===== config.mk =====
export PLATFORM = sky130hd
export DESIGN_NAME = seg_readback_decoder
export DESIGN_NICKNAME = d
export VERILOG_FILES = /design/src/rtl/seg_readback_decoder.sv
export SDC_FILE = /design/constraint.sdc
export NUM_CORES = 1
export LEC_CHECK = 0
export CAP_MARGIN = 5
export CORE_ASPECT_RATIO = 0.8
export CORE_MARGIN = 1
export CORE_UTILIZATION = 58
export CTS_CLUSTER_DIAMETER = 60
export CTS_CLUSTER_SIZE = 28
export DETAILED_ROUTE_END_ITERATION = 6
export HOLD_SLACK_MARGIN = 0.03
export PLACE_DENSITY = 0.85
export SLEW_MARGIN = 20
export SYNTH_ARGS = -nofsm -noshare
export SYNTH_HDL_FRONTEND = slang
export SYNTH_SLANG_ARGS = --single-unit
export TNS_END_PERCENT = 10

===== constraint.sdc =====
create_clock -name clk -period 5.9 [get_ports clk]
set_input_delay 0.59 -clock clk [delete_from_list [all_inputs] [get_ports clk]]
set_output_delay 0.59 -clock clk [all_outputs]
set_load 0.05 [all_outputs]

===== src/rtl/seg_readback_decoder.sv =====
// Reconstructs the BCD digit shown on each position of a multiplexed active-low 7-segment bus.
// Optional build macro BLANK_AS_ERROR_EN: the blank pattern 7'h7F is treated as an illegal capture.
//
// state   | meaning
// --------+---------------------------------------------------------------
// SETTLE  | sample changed recently; waiting for STABLE_CYCLES identical samples
// CAPTURE | sample is stable; decode it and update the per-position registers
// HELD    | capture done; bus ignored until the sample changes
module seg_readback_decoder #(
    parameter int NUM_DIGITS    = 6,
    parameter int STABLE_CYCLES = 4
) (
    input  logic                    clk,
    input  logic                    rst_n,
    input  logic [6:0]              seg_data,
    input  logic [NUM_DIGITS-1:0]   an,
    input  logic                    clear,
    output logic [4*NUM_DIGITS-1:0] digits_out,
    output logic [NUM_DIGITS-1:0]   digit_valid,
    output logic                    frame_done,
    output logic                    err_pattern,
    output logic                    err_anode
);

    localparam logic [1:0] SETTLE  = 2'd0;
    localparam logic [1:0] CAPTURE = 2'd1;
    localparam logic [1:0] HELD    = 2'd2;

    localparam int                  SAMPLE_W    = NUM_DIGITS + 7;
    localparam logic [SAMPLE_W-1:0] SAMPLE_IDLE = '1;
    localparam logic [7:0]          STABLE_TC   = 8'(STABLE_CYCLES);

    logic [SAMPLE_W-1:0]   sample_q;
    logic [7:0]            stable_cnt;
    logic [1:0]            state_q;
    logic [NUM_DIGITS-1:0] mask_q;
    logic [4*NUM_DIGITS-1:0] digits_q;
    logic [NUM_DIGITS-1:0] valid_q;
    logic                  frame_done_q;
    logic                  err_pattern_q;
    logic                  err_anode_q;

    logic [SAMPLE_W-1:0]   sample_in;
    logic                  sample_diff;
    logic [7:0]            cnt_next;

    logic [1:0]            state_d;
    logic [7:0]            cnt_d;
    logic [NUM_DIGITS-1:0] mask_d;
    logic [4*NUM_DIGITS-1:0] digits_d;
    logic [NUM_DIGITS-1:0] valid_d;
    logic                  frame_done_d;
    logic                  err_pattern_d;
    logic                  err_anode_d;

    logic [NUM_DIGITS-1:0] cap_sel;
    logic [6:0]            cap_seg;
    logic                  cap_any;
    logic                  cap_one;
    logic                  cap_multi;
    logic [4:0]            cap_decode;
    logic                  cap_legal;
    logic [3:0]            cap_bcd;

    // Returns {legal, bcd}; illegal patterns return bcd = 4'hF, which is never written.
    function automatic logic [4:0] decode_seg(input logic [6:0] seg);
        logic [4:0] res;
        case (seg)
            7'h01:   res = 5'b1_0000;
            7'h4F:   res = 5'b1_0001;
            7'h12:   res = 5'b1_0010;
            7'h06:   res = 5'b1_0011;
            7'h4C:   res = 5'b1_0100;
            7'h24:   res = 5'b1_0101;
            7'h20:   res = 5'b1_0110;
            7'h0F:   res = 5'b1_0111;
            7'h00:   res = 5'b1_1000;
            7'h0C:   res = 5'b1_1001;
`ifdef BLANK_AS_ERROR_EN
            7'h7F:   res = 5'b0_1111;
`else
            7'h7F:   res = 5'b1_1111;
`endif
            default: res = 5'b0_1111;
        endcase
        return res;
    endfunction

    assign sample_in   = {an, seg_data};
    assign sample_diff = (sample_in != sample_q);

    always_comb begin
        if (sample_diff) begin
            cnt_next = 8'd1;
        end else if (stable_cnt == STABLE_TC) begin
            cnt_next = STABLE_TC;
        end else begin
            cnt_next = stable_cnt + 8'd1;
        end
    end

    // Capture always works on the registered sample, i.e. the pattern that was counted stable.
    assign cap_sel    = ~sample_q[SAMPLE_W-1:7];
    assign cap_seg    = sample_q[6:0];
    assign cap_any    = |cap_sel;
    assign cap_one    = $onehot(cap_sel);
    assign cap_multi  = cap_any & ~cap_one;
    assign cap_decode = decode_seg(cap_seg);
    assign cap_legal  = cap_decode[4];
    assign cap_bcd    = cap_decode[3:0];

    always_comb begin
        state_d = state_q;
        case (state_q)
            SETTLE:  if (cnt_next == STABLE_TC) state_d = CAPTURE;
            CAPTURE: state_d = sample_diff ? SETTLE : HELD;
            HELD:    if (sample_diff) state_d = SETTLE;
            default: state_d = SETTLE;
        endcase
    end

    always_comb begin
        cnt_d         = cnt_next;
        mask_d        = mask_q;
        digits_d      = digits_q;
        valid_d       = valid_q;
        frame_done_d  = 1'b0;
        err_pattern_d = 1'b0;
        err_anode_d   = 1'b0;

        // A full mask is retired first so a coincident capture lands in the fresh frame.
        if (&mask_q) begin
            frame_done_d = 1'b1;
            mask_d       = '0;
        end

        if (state_q == CAPTURE) begin
            if (cap_multi) begin
                err_anode_d = 1'b1;
            end else if (cap_one) begin
                mask_d        = mask_d | cap_sel;
                err_pattern_d = ~cap_legal;
                for (int i = 0; i < NUM_DIGITS; i++) begin
                    if (cap_sel[i]) begin
                        valid_d[i] = cap_legal;
                        if (cap_legal) begin
                            digits_d[4*i +: 4] = cap_bcd;
                        end
                    end
                end
            end
        end

        if (clear) begin
            cnt_d         = 8'd0;
            mask_d        = '0;
            digits_d      = '1;
            valid_d       = '0;
            frame_done_d  = 1'b0;
            err_pattern_d = 1'b0;
            err_anode_d   = 1'b0;
        end
    end

    always_ff @(posedge clk or negedge rst_n) begin
        if (!rst_n) begin
            sample_q      <= SAMPLE_IDLE;
            stable_cnt    <= 8'd0;
            state_q       <= SETTLE;
            mask_q        <= '0;
            digits_q      <= '1;
            valid_q       <= '0;
            frame_done_q  <= 1'b0;
            err_pattern_q <= 1'b0;
            err_anode_q   <= 1'b0;
        end else begin
            sample_q      <= sample_in;
            stable_cnt    <= cnt_d;
            state_q       <= clear ? SETTLE : state_d;
            mask_q        <= mask_d;
            digits_q      <= digits_d;
            valid_q       <= valid_d;
            frame_done_q  <= frame_done_d;
            err_pattern_q <= err_pattern_d;
            err_anode_q   <= err_anode_d;
        end
    end

    assign digits_out  = digits_q;
    assign digit_valid = valid_q;
    assign frame_done  = frame_done_q;
    assign err_pattern = err_pattern_q;
    assign err_anode   = err_anode_q;

endmodule


==> results.md <==
* Min Clock Period, post-route at 3.56 ns
* Gr ovfl total at 0
* Worst r2r dst: digits_out[3]
* Post-synthesis mux area share at 5.77%
* Via count at 2,258
* Die height at 67.6 um
* # diodes at 0
* Failing checks: design-rule violations
* DRC Markers at 2
* Fmax at 0.281 GHz
* Final Cycle Share at 60.4%
* Crit path capture: digits_out[3]
* Total track usage at 25.2%
* Global-route wire length before repair at 10.5 mm
* Initial antenna violation count at 0
* Clock Latency Late Sink at 0.35 ns
* Die W at 84.1 um
* Clk_skew at 0.00715 ns
* Largest family of logic cells by synthesized area: simple AND/OR/NAND/NOR gates
* CTS tree: done
* Synth area leaders: dfstp_2 31%, dfrtp_1 20%, mux2i_1 5.8%
* Final #Nets at 350
* Max-cap viol count at 0
* Pre-antenna DRT Iters at 7
* Largest net degree at the start of global routing at 63
* Setup TNS at 0 ns
* Post_cts resized at 0
* Critical path class: flip-flop to flip-flop
* Relative slew slack at 39.5%
* Area leader, netlist: dfstp_2
* CTS Sinks at 62
* FF+latch count, synth at 62
* Gate Count Post-Synth at 282
* Drt total wl at 6.63 mm
* Mean Syn Cell Area at 11.1 um^2
* Gp weighted congestion at 0.866
* Critical path depth at 10
* Post-CTS Setup Bufs at 0
* Synth warnings at 0
* Worst R2R Path Depth at 10
* Clock Path Buffers at 2
* Main flop type after synthesis: dfstp_2
* Peak VDD IR at 191 uV
* CP top delay family: adder cells
* Mapped cell area at 3120 um^2
* CP Buf/Inv Count at 1
* # fillers at 357
* Worst-margin pin slew at 0.905 ns
* Post-Synth Adder-Cell Area at 3.52%
* Compound-Gate Fraction of Synth Area at 12.4%
* Req. time, crit path at 6.17 ns
* Layout cells sized above 1 at 21.7%
* CTS root buffer: clkbuf_8
* Number of flops mapped to enable cells by yosys at 0
* Hold_buf cts at 0
* CTS buffer count at 9
* Synth-to-Final Area Change at 21.9%
* Crit path from: sample_q[8]
* DP HPWL at 4.40 mm
* Xor/xnor share of the synthesized area at 6.17%
* RSZ-0062 raised after global routing: no
* Power Dens Cells at 240 nW/um^2
* Max Slew Vio Count at 0
* Final hold violations at 0
* Core Rows at 23
* Simple-gate area share of the yosys netlist at 16.7%
* Crit Path Max Fanout at 13
* Crit path top cell by count: fa_1
* Hold Crit Class: input pin to async pin
* Drt via density at 5.73
* Reg2Reg Setup Slack at 2.34 ns
* Worst setup EP type: flip-flop
* DR WL/cell at 16.8 um
* I/O Buffers at 48
* Initial Util at 61.3%
* Post-route ant nets at 0
* Share of the yosys chip area belonging to registers at 51.1%
* Die area at 5690 um^2
* H-tree levels at 3
* CP cell instances: fa_1 -> inv_1 -> fa_1 -> ha_1 -> fa_1 -> nor3b_1 -> nand2b_1 -> nor2_1 -> o21ai_4 -> mux2i_1
* Status: complete, but fails checks
* Yosys cell types at 47
* Final setup viols at 0
* Worst Setup Start Kind: flip-flop
* Leakage at 0.00164 uW
* Hold slack at 0.396 ns
* Vias in the first global route at 2,068
* CP max stage delay at 0.59 ns
* DRT iter0 DRCs at 189
* Syn Nets at 305
* Data arrival time of the worst path at 3.83 ns
* Area share of the largest cell type after synthesis at 31.1%
* Core Area at 5090 um^2
* Slowest-stage cell, CP: dfstp_2
* Ys async rst share at 100%
* Reg-to-reg startpoint: sample_q[8]
* I/O pin count at 49
* Worst-path clk slew at 0.07 ns
[report_power, final]
part	switching, uW	leakage (uW)	internal (uW)
clock network	163	0.000115	242
logic	36.2	0.000792	26.4
registers	11.4	0.000736	435
total	211	0.00164	704
[metrics by stage]
| stage | total power [uW] | std cells | cell area (um^2) | util [%] | setup slack (ns) |
|---|---|---|---|---|---|
| 3_3_place_gp | 513 | 378 | 3590 | 70.4 | 2.49 |
| 2_1_floorplan | 488 | 282 | 3120 | - | 2.72 |
| 4_1_cts | 923 | 394 | 3810 | 74.7 | 2.35 |
| 6_report | 915 | 394 | 3810 | 74.7 | 2.34 |
| 5_1_grt | 951 | 394 | 3810 | 74.7 | 2.11 |
| 3_5_place_dp | 516 | 378 | 3590 | 70.4 | 2.36 |
[registers in the layout (all words and copies together), names as in the netlist]
signal,cells
digit_valid,6
digits_out,24
err_anode,1
err_pattern,1
frame_done,1
mask_q,6
sample_q,13
stable_cnt,8
state_q,2
[worst min-delay path by stage]
stage / from / to / slack [ns] / cells after the start
after floorplan: rst_n / digit_valid[0] / 0.29 / 0
after global placement: mask_q[2] / mask_q[2] / 0.50 / 2
after detailed placement: mask_q[2] / mask_q[2] / 0.50 / 2
after CTS: rst_n / err_anode / 0.42 / 2
after global routing: rst_n / stable_cnt[4] / 0.45 / 2
final: rst_n / stable_cnt[5] / 0.40 / 2
[final cells by class]
| cell class | count | area (um^2) | share of cell area [%] |
|---|---|---|---|
| Clock buffer | 13 | 180 | 4.73 |
| Clock inverter | 3 | 40.0 | 1.05 |
| Inverter | 8 | 30.0 | 0.789 |
| Multi-Input combinational cell | 196 | 1390 | 36.5 |
| Sequential cell | 62 | 1600 | 42.0 |
| Tap cell | 62 | 77.6 | 2.04 |
| Timing Repair Buffer | 50 | 490 | 12.9 |
[routing by layer]
layer  GRT usage [%]  up-vias  part of all wire, %
li1                -     1064                    -
met5               0        -                    0
met3            9.05        8                  5.9
met4            9.05        0                  1.3
met1            33.2     1117                   47
met2            38.9       69                   46
[cell families (layout without fill, tap and decap cells)]
family,after synthesis,after routing
AOI/OAI and AO/OA,50,50
xor gates and xnor gates,22,22
adders and majority gates,7,7
buffers and inverters,24,74
DFF,62,62
muxes,18,18
and+or+nand+nor,99,99
[synthesized netlist by cell type (2+ instances only)]
| cell | instances |
|---|---|
| a21oi_1 | 15 |
| buf_6 | 5 |
| nand2_1 | 9 |
| clkbuf_1 | 7 |
| o21ai_2 | 3 |
| and4_1 | 2 |
| inv_1 | 8 |
| xnor2_1 | 10 |
| mux2i_1 | 18 |
| nor4_1 | 5 |
| and3_1 | 2 |
| fa_1 | 3 |
| buf_2 | 3 |
| o21ai_4 | 3 |
| dfrtp_1 | 25 |
| nand2b_1 | 3 |
| nor3_2 | 3 |
| nor3_1 | 2 |
| xor2_1 | 12 |
| nand4_1 | 5 |
| a21o_1 | 12 |
| ha_1 | 4 |
| o21ai_0 | 8 |
| nor3b_1 | 2 |
| dfstp_2 | 37 |
| nor2_1 | 46 |
| nand3_1 | 10 |
[layout by cell type (no fill, tap or decap), types with 2 or more instances in the layout]
| master | n |
|---|---|
| nand4_1 | 5 |
| dfrtp_1 | 25 |
| nand2b_1 | 3 |
| o21ai_4 | 3 |
| nand2_1 | 9 |
| a21o_1 | 12 |
| xor2_1 | 12 |
| ha_1 | 4 |
| nand3_1 | 10 |
| nor3_1 | 2 |
| clkdlybuf4s50_1 | 47 |
| xnor2_1 | 10 |
| nor3_2 | 3 |
| o21ai_2 | 3 |
| o21ai_0 | 8 |
| mux2i_1 | 18 |
| clkbuf_8 | 11 |
| clkinv_2 | 2 |
| and4_1 | 2 |
| dfstp_2 | 37 |
| nor4_1 | 5 |
| buf_4 | 2 |
| fa_1 | 3 |
| and3_1 | 2 |
| a21oi_1 | 15 |
| nor3b_1 | 2 |
| nor2_1 | 46 |
| inv_1 | 8 |
Power figures use the tool's default switching activity.
